### src/rtl/block_data_memory_pkg.sv
// Shared definitions for block_data_memory: FSM encoding and the
// address/data width defaults used with data_cache.
package block_data_memory_pkg;

  typedef logic [1:0] state_t;

  localparam state_t ST_IDLE = 2'b00;
  localparam state_t ST_BUSY = 2'b01;
  localparam state_t ST_DONE = 2'b10;

  localparam int unsigned ADDR_W_DEF = 6;
  localparam int unsigned DATA_W_DEF = 32;

endpackage

### src/rtl/block_data_memory.sv
// Fixed-latency block memory behind a busywait handshake: one access is
// captured, held for LATENCY cycles, committed, then a one-cycle DONE gap.
module block_data_memory
  import block_data_memory_pkg::*;
#(
  parameter int unsigned LATENCY = 5,
  parameter int unsigned ADDR_W  = ADDR_W_DEF,
  parameter int unsigned DATA_W  = DATA_W_DEF
) (
  input  logic              clk,
  input  logic              reset,
  input  logic              mem_read,
  input  logic              mem_write,
  input  logic [ADDR_W-1:0] mem_address,
  input  logic [DATA_W-1:0] mem_writedata,
  output logic [DATA_W-1:0] mem_readdata,
  output logic              mem_busywait
);

  localparam int unsigned DEPTH    = 1 << ADDR_W;
  localparam logic [3:0]  CNT_LOAD = 4'(LATENCY - 1);

  state_t              state_q, state_d;
  logic [3:0]          cnt_q, cnt_d;
  logic                op_write_q, op_write_d;
  logic [ADDR_W-1:0]   addr_q, addr_d;
  logic [DATA_W-1:0]   wdata_q, wdata_d;
  logic [DATA_W-1:0]   readdata_q, readdata_d;
  logic [DATA_W-1:0]   mem_q [DEPTH];
  logic [DATA_W-1:0]   mem_d [DEPTH];
  logic                busy;
  logic                commit;

  always_comb begin
    state_d    = state_q;
    cnt_d      = cnt_q;
    op_write_d = op_write_q;
    addr_d     = addr_q;
    wdata_d    = wdata_q;
    readdata_d = readdata_q;
    mem_d      = mem_q;
    busy       = 1'b0;
    commit     = 1'b0;

    case (state_q)
      ST_IDLE: begin
        busy = mem_read | mem_write;
        if (busy) begin
          // A simultaneous read+write is treated as a write.
          op_write_d = mem_write;
          addr_d     = mem_address;
          wdata_d    = mem_writedata;
          cnt_d      = CNT_LOAD;
          state_d    = ST_BUSY;
        end
      end
      ST_BUSY: begin
        busy = 1'b1;
        if (cnt_q == '0) begin
          commit  = 1'b1;
          state_d = ST_DONE;
        end else begin
          cnt_d = cnt_q - 4'd1;
        end
      end
      ST_DONE: state_d = ST_IDLE;
      default: state_d = ST_IDLE;
    endcase

    if (commit) begin
      if (op_write_q) mem_d[addr_q] = wdata_q;
      else            readdata_d    = mem_q[addr_q];
    end
  end

  always_ff @(posedge clk or posedge reset) begin
    if (reset) begin
      state_q    <= ST_IDLE;
      cnt_q      <= '0;
      op_write_q <= 1'b0;
      addr_q     <= '0;
      wdata_q    <= '0;
      readdata_q <= '0;
      mem_q      <= '{default: '0};
    end else begin
      state_q    <= state_d;
      cnt_q      <= cnt_d;
      op_write_q <= op_write_d;
      addr_q     <= addr_d;
      wdata_q    <= wdata_d;
      readdata_q <= readdata_d;
      mem_q      <= mem_d;
    end
  end

  // Reset clears state asynchronously, but the IDLE term is combinational on
  // the request inputs, so it must be gated explicitly.
  assign mem_busywait = busy & ~reset;
  assign mem_readdata = readdata_q;

endmodule

### config.mk
export PLATFORM = sky130hd
export DESIGN_NAME = block_data_memory
export DESIGN_NICKNAME = d
export VERILOG_FILES = /design/src/rtl/block_data_memory_pkg.sv /design/src/rtl/block_data_memory.sv
export SDC_FILE = /design/constraint.sdc
export NUM_CORES = 2
export LEC_CHECK = 0
export BUFFER_PORTS_ARGS = -buffer_cell sky130_fd_sc_hd__buf_4
export CAP_MARGIN = 5
export CORE_ASPECT_RATIO = 0.7
export CORE_MARGIN = 2
export CORE_UTILIZATION = 53
export CTS_CLUSTER_DIAMETER = 200
export DETAILED_ROUTE_END_ITERATION = 10
export PLACE_DENSITY = 0.69
export SLEW_MARGIN = 20
export SYNTH_ARGS = -nofsm -noshare
export SYNTH_HDL_FRONTEND = slang
export SYNTH_SLANG_ARGS = --single-unit
### constraint.sdc
create_clock -name clk -period 126.2 [get_ports clk]
set_input_delay 6.31 -clock clk [delete_from_list [all_inputs] [get_ports clk]]
set_output_delay 6.31 -clock clk [all_outputs]
set_load 0.02 [all_outputs]
==> key figures <==
Drt
  • Routed vias/inst: 6.75
  • Post-DRT Antenna Nets: 0
  • Initial DRC Count: 6096
  • Vias: 59.8k
  • Routed wire length: 293000 um
  • Drc violations: 0
  • TritonRoute pass-1 iters: 6
  • WL per Instance: 33.0 um

Worst setup path
  • Worst Path Max Fanout: 3
  • Reg2Reg Launch Point: addr_q[1]
  • Worst EP required: 119.89 ns
  • Worst reg2reg path endpoint: mem_q[1410]
  • Endpoint type of the worst setup path: output pin
  • Setup Crit Path Kind: input port to output pin
  • Startpoint type of the worst setup path: input port
  • Worst reg2reg path depth: 7
  • Flop2flop setup slack: 120.56 ns
  • CP arrival: 7.03 ns

Hold path
  • Tightest Hold Check Type: flop to flop
  • Hold_sp: mem_q[889]
  • Worst Hold Depth: 1
  • WHS Endpoint: mem_q[889]

Clock tree
  • Post-CTS sizing: 0
  • Clk_lat worst skew: 0.87 ns
  • H-tree Lvls: 4
  • TritonCTS clock tree: yes
  • CTS sink count: 2125
  • Total CTS buffers: 204
  • Clock Tree Buf Depth: 4
  • CTS root buf: clkbuf_16
  • Setup Buffers After CTS: 0
  • Worst-path clk slew: 0.06 ns
  • Post-CTS Hold Buffers: 0

Logic synthesis
  • Top_reg_cell synth: dfrtp_1
  • Dominant cell type by area after synthesis: dfrtp_1
  • Synth warnings: 0
  • Sequential-to-total area share from yosys stat: 0.556
  • Synth Area per Inst: 14.6 um2
  • Syn Nets: 6576
  • Synth area leaders: dfrtp_1 (56%), mux2_2 (25%), mux4_2 (5.9%), a221oi_1 (2.8%), mux2i_1 (1.6%)
  • Ys async rst share: 1.00
  • Synth top cells by count: dfrtp_1 (2125), mux2_2 (2088), a221oi_1 (307)
  • Post-synthesis register bit count: 2125
  • Yosys cell types: 65
  • Post-Synthesis Cell Area: 0.0957 mm2
  • Synthesized instance count: 6533
  • Top-count cell post-synth: dfrtp_1
  • Number of synthesized flops with an enable pin: 0
  • Post-synth top area share: 0.556

Placement
  • GPL Wtd Cong: 0.831
  • Area after DPL: 0.0980 mm2
  • Hpwl dp: 168000 um
  • Port Buffer Count: 74

Timing
  • Fin. Hold Viols: 0
  • RSZ-0062 raised after global routing: no
  • Fin crit share: 0.106
  • Setup_tns: 0 ns
  • Worst-margin pin slew: 1.16 ns
  • Crit path time final: 13.34 ns
  • Fmax: 75.0 MHz
  • Slew HR: 0.216
  • Final setup fails: 0
  • Count of pins over their slew limit: 0
  • Hold_ws: 0.485 ns
  • Clock Skew: 0.0491 ns

Finish
  • Final nets: 6366
  • Share of layout cells above drive strength 1: 0.474
  • Synth-to-layout area growth: 9.38%
  • Post-route cell area: 0.105 mm2
  • Layout fillers: 13.8k

Floorplanning
  • Die width: 512 um
  • Row count: 130
  • Starting Density: 0.533
  • Core ar.: 0.179 mm2
  • Die Y: 359 um
  • IO Pins: 75
  • Die area: 0.184 mm2

Outcome
  • Outcome: completed

GRT
  • Largest net degree at the start of global routing: 185
  • Vias in the first global route: 61.4k
  • Global-route wire length before repair: 431000 um
  • GRT Overall Usage: 0.317
  • Grt ovf: 0
  • Initial antenna violation count: 4

Pwr
  • Worst VDD drop: 0.0000198 V
  • Pwr/cell area: 21.7 mW/mm2
  • Pleak: 0.0496 uW

Run
  • Max-Cap Viols: 0
-- layout by cell type, fill, tap and decap left out, drive strengths merged, types with 4 or more instances in the layout --
cell | netlist | routed
mux2 | 2171 | 2171
o21ai | 107 | 107
dfrtp | 2125 | 2125
a22o | 15 | 15
nor3b | 5 | 5
nor3 | 9 | 9
o22ai | 78 | 78
a22oi | 89 | 89
and2 | 4 | 4
o211ai | 11 | 11
clkbuf | 300 | 302
o32a | 19 | 19
a21oi | 52 | 52
nor2 | 210 | 210
bufinv | 0 | 8
buf | 387 | 271
clkinv | 0 | 42
o22a | 21 | 21
a31oi | 5 | 5
o2111ai | 8 | 8
nand4 | 13 | 13
mux2i | 157 | 157
nand3 | 19 | 19
nand2b | 5 | 5
inv | 8 | 11
o2bb2ai | 6 | 6
mux4 | 252 | 252
a221oi | 308 | 308
a222oi | 5 | 5
nor2b | 7 | 7
o221ai | 5 | 5
clkinvlp | 0 | 4
nand2 | 95 | 95
-- where the power goes --
| part | internal [uW] | leakage (uW) | total (uW) | switching, uW |
|---|---|---|---|---|
| sequential | 825 | 0.0294 | 947 | 122 |
| clock | 349 | 0.00328 | 616 | 267 |
| combinational | 264 | 0.0170 | 707 | 443 |
-- cell type report --
type                       instances  area [um2]  share of cell area
clock inverter                    57         507             0.00484
sequential                      2125       53200               0.509
clock buffer                     302        6090              0.0582
inverter                           8        47.5            0.000454
multi-input combinational       3713       39700               0.379
tap                             2376        2970              0.0284
timing repair buffer             271        2110              0.0202
antenna                            3        7.51           0.0000717
-- state kept, by name (all words and copies together), names as in the netlist --
name,count
op_write_q,1
cnt_q,4
addr_q,6
state_q,2
mem_q,2048
mem_readdata,32
wdata_q,32
-- worst max-delay path, stage by stage --
cell and delay, ns:
buf_4 0.09, nor3_1 0.04, or2_2 0.30, nor2_1 0.13
buf_4 0.16
-- layer usage --
| metal | share of wire | global-route usage | wire (um) |
|---|---|---|---|
| met4 | 0.042 | 0.116 | 12300 |
| met5 | 0 | 0 | 0 |
| met2 | 0.44 | 0.475 | 130000 |
| met1 | 0.43 | 0.457 | 125000 |
| met3 | 0.088 | 0.0686 | 25800 |
-- worst max-delay path by stage --
stage          startpoint           end  slack (ns)
2_1_floorplan       reset     addr_q[0]       59.86
3_3_place_gp    mem_write  mem_busywait      112.77
3_5_place_dp     mem_read  mem_busywait      112.86
4_1_cts          mem_read  mem_busywait      112.85
5_1_grt         mem_write  mem_busywait      112.82
6_report         mem_read  mem_busywait      112.86
-- logic make-up (layout without fill, tap and decap cells) --
family                     Yosys count  after routing  share of synthesized area
adders and majority gates            1              1                   0.000131
other                                0              3                          0
xor gates and xnor gates             1              1                  0.0000916
muxes                             2580           2580                      0.331
buffers and inverters              695            638                     0.0357
AOI/OAI and AO/OA                  749            749                     0.0593
and+or+nand+nor                    382            382                     0.0176
DFF                               2125           2125                      0.556
-- through the flow --
stage                util  instances  total power, uW  worst slack [ns]
finish              0.583       8855             2270            112.86
global route        0.583       8854             2350            112.82
CTS                 0.583       8852             2260            112.85
detailed placement  0.546       8493             1650            112.86
global placement    0.546       8493             1620            112.77
floorplan               -       6533             1390             59.86
Note: power is estimated with default switching activity, not from simulation.
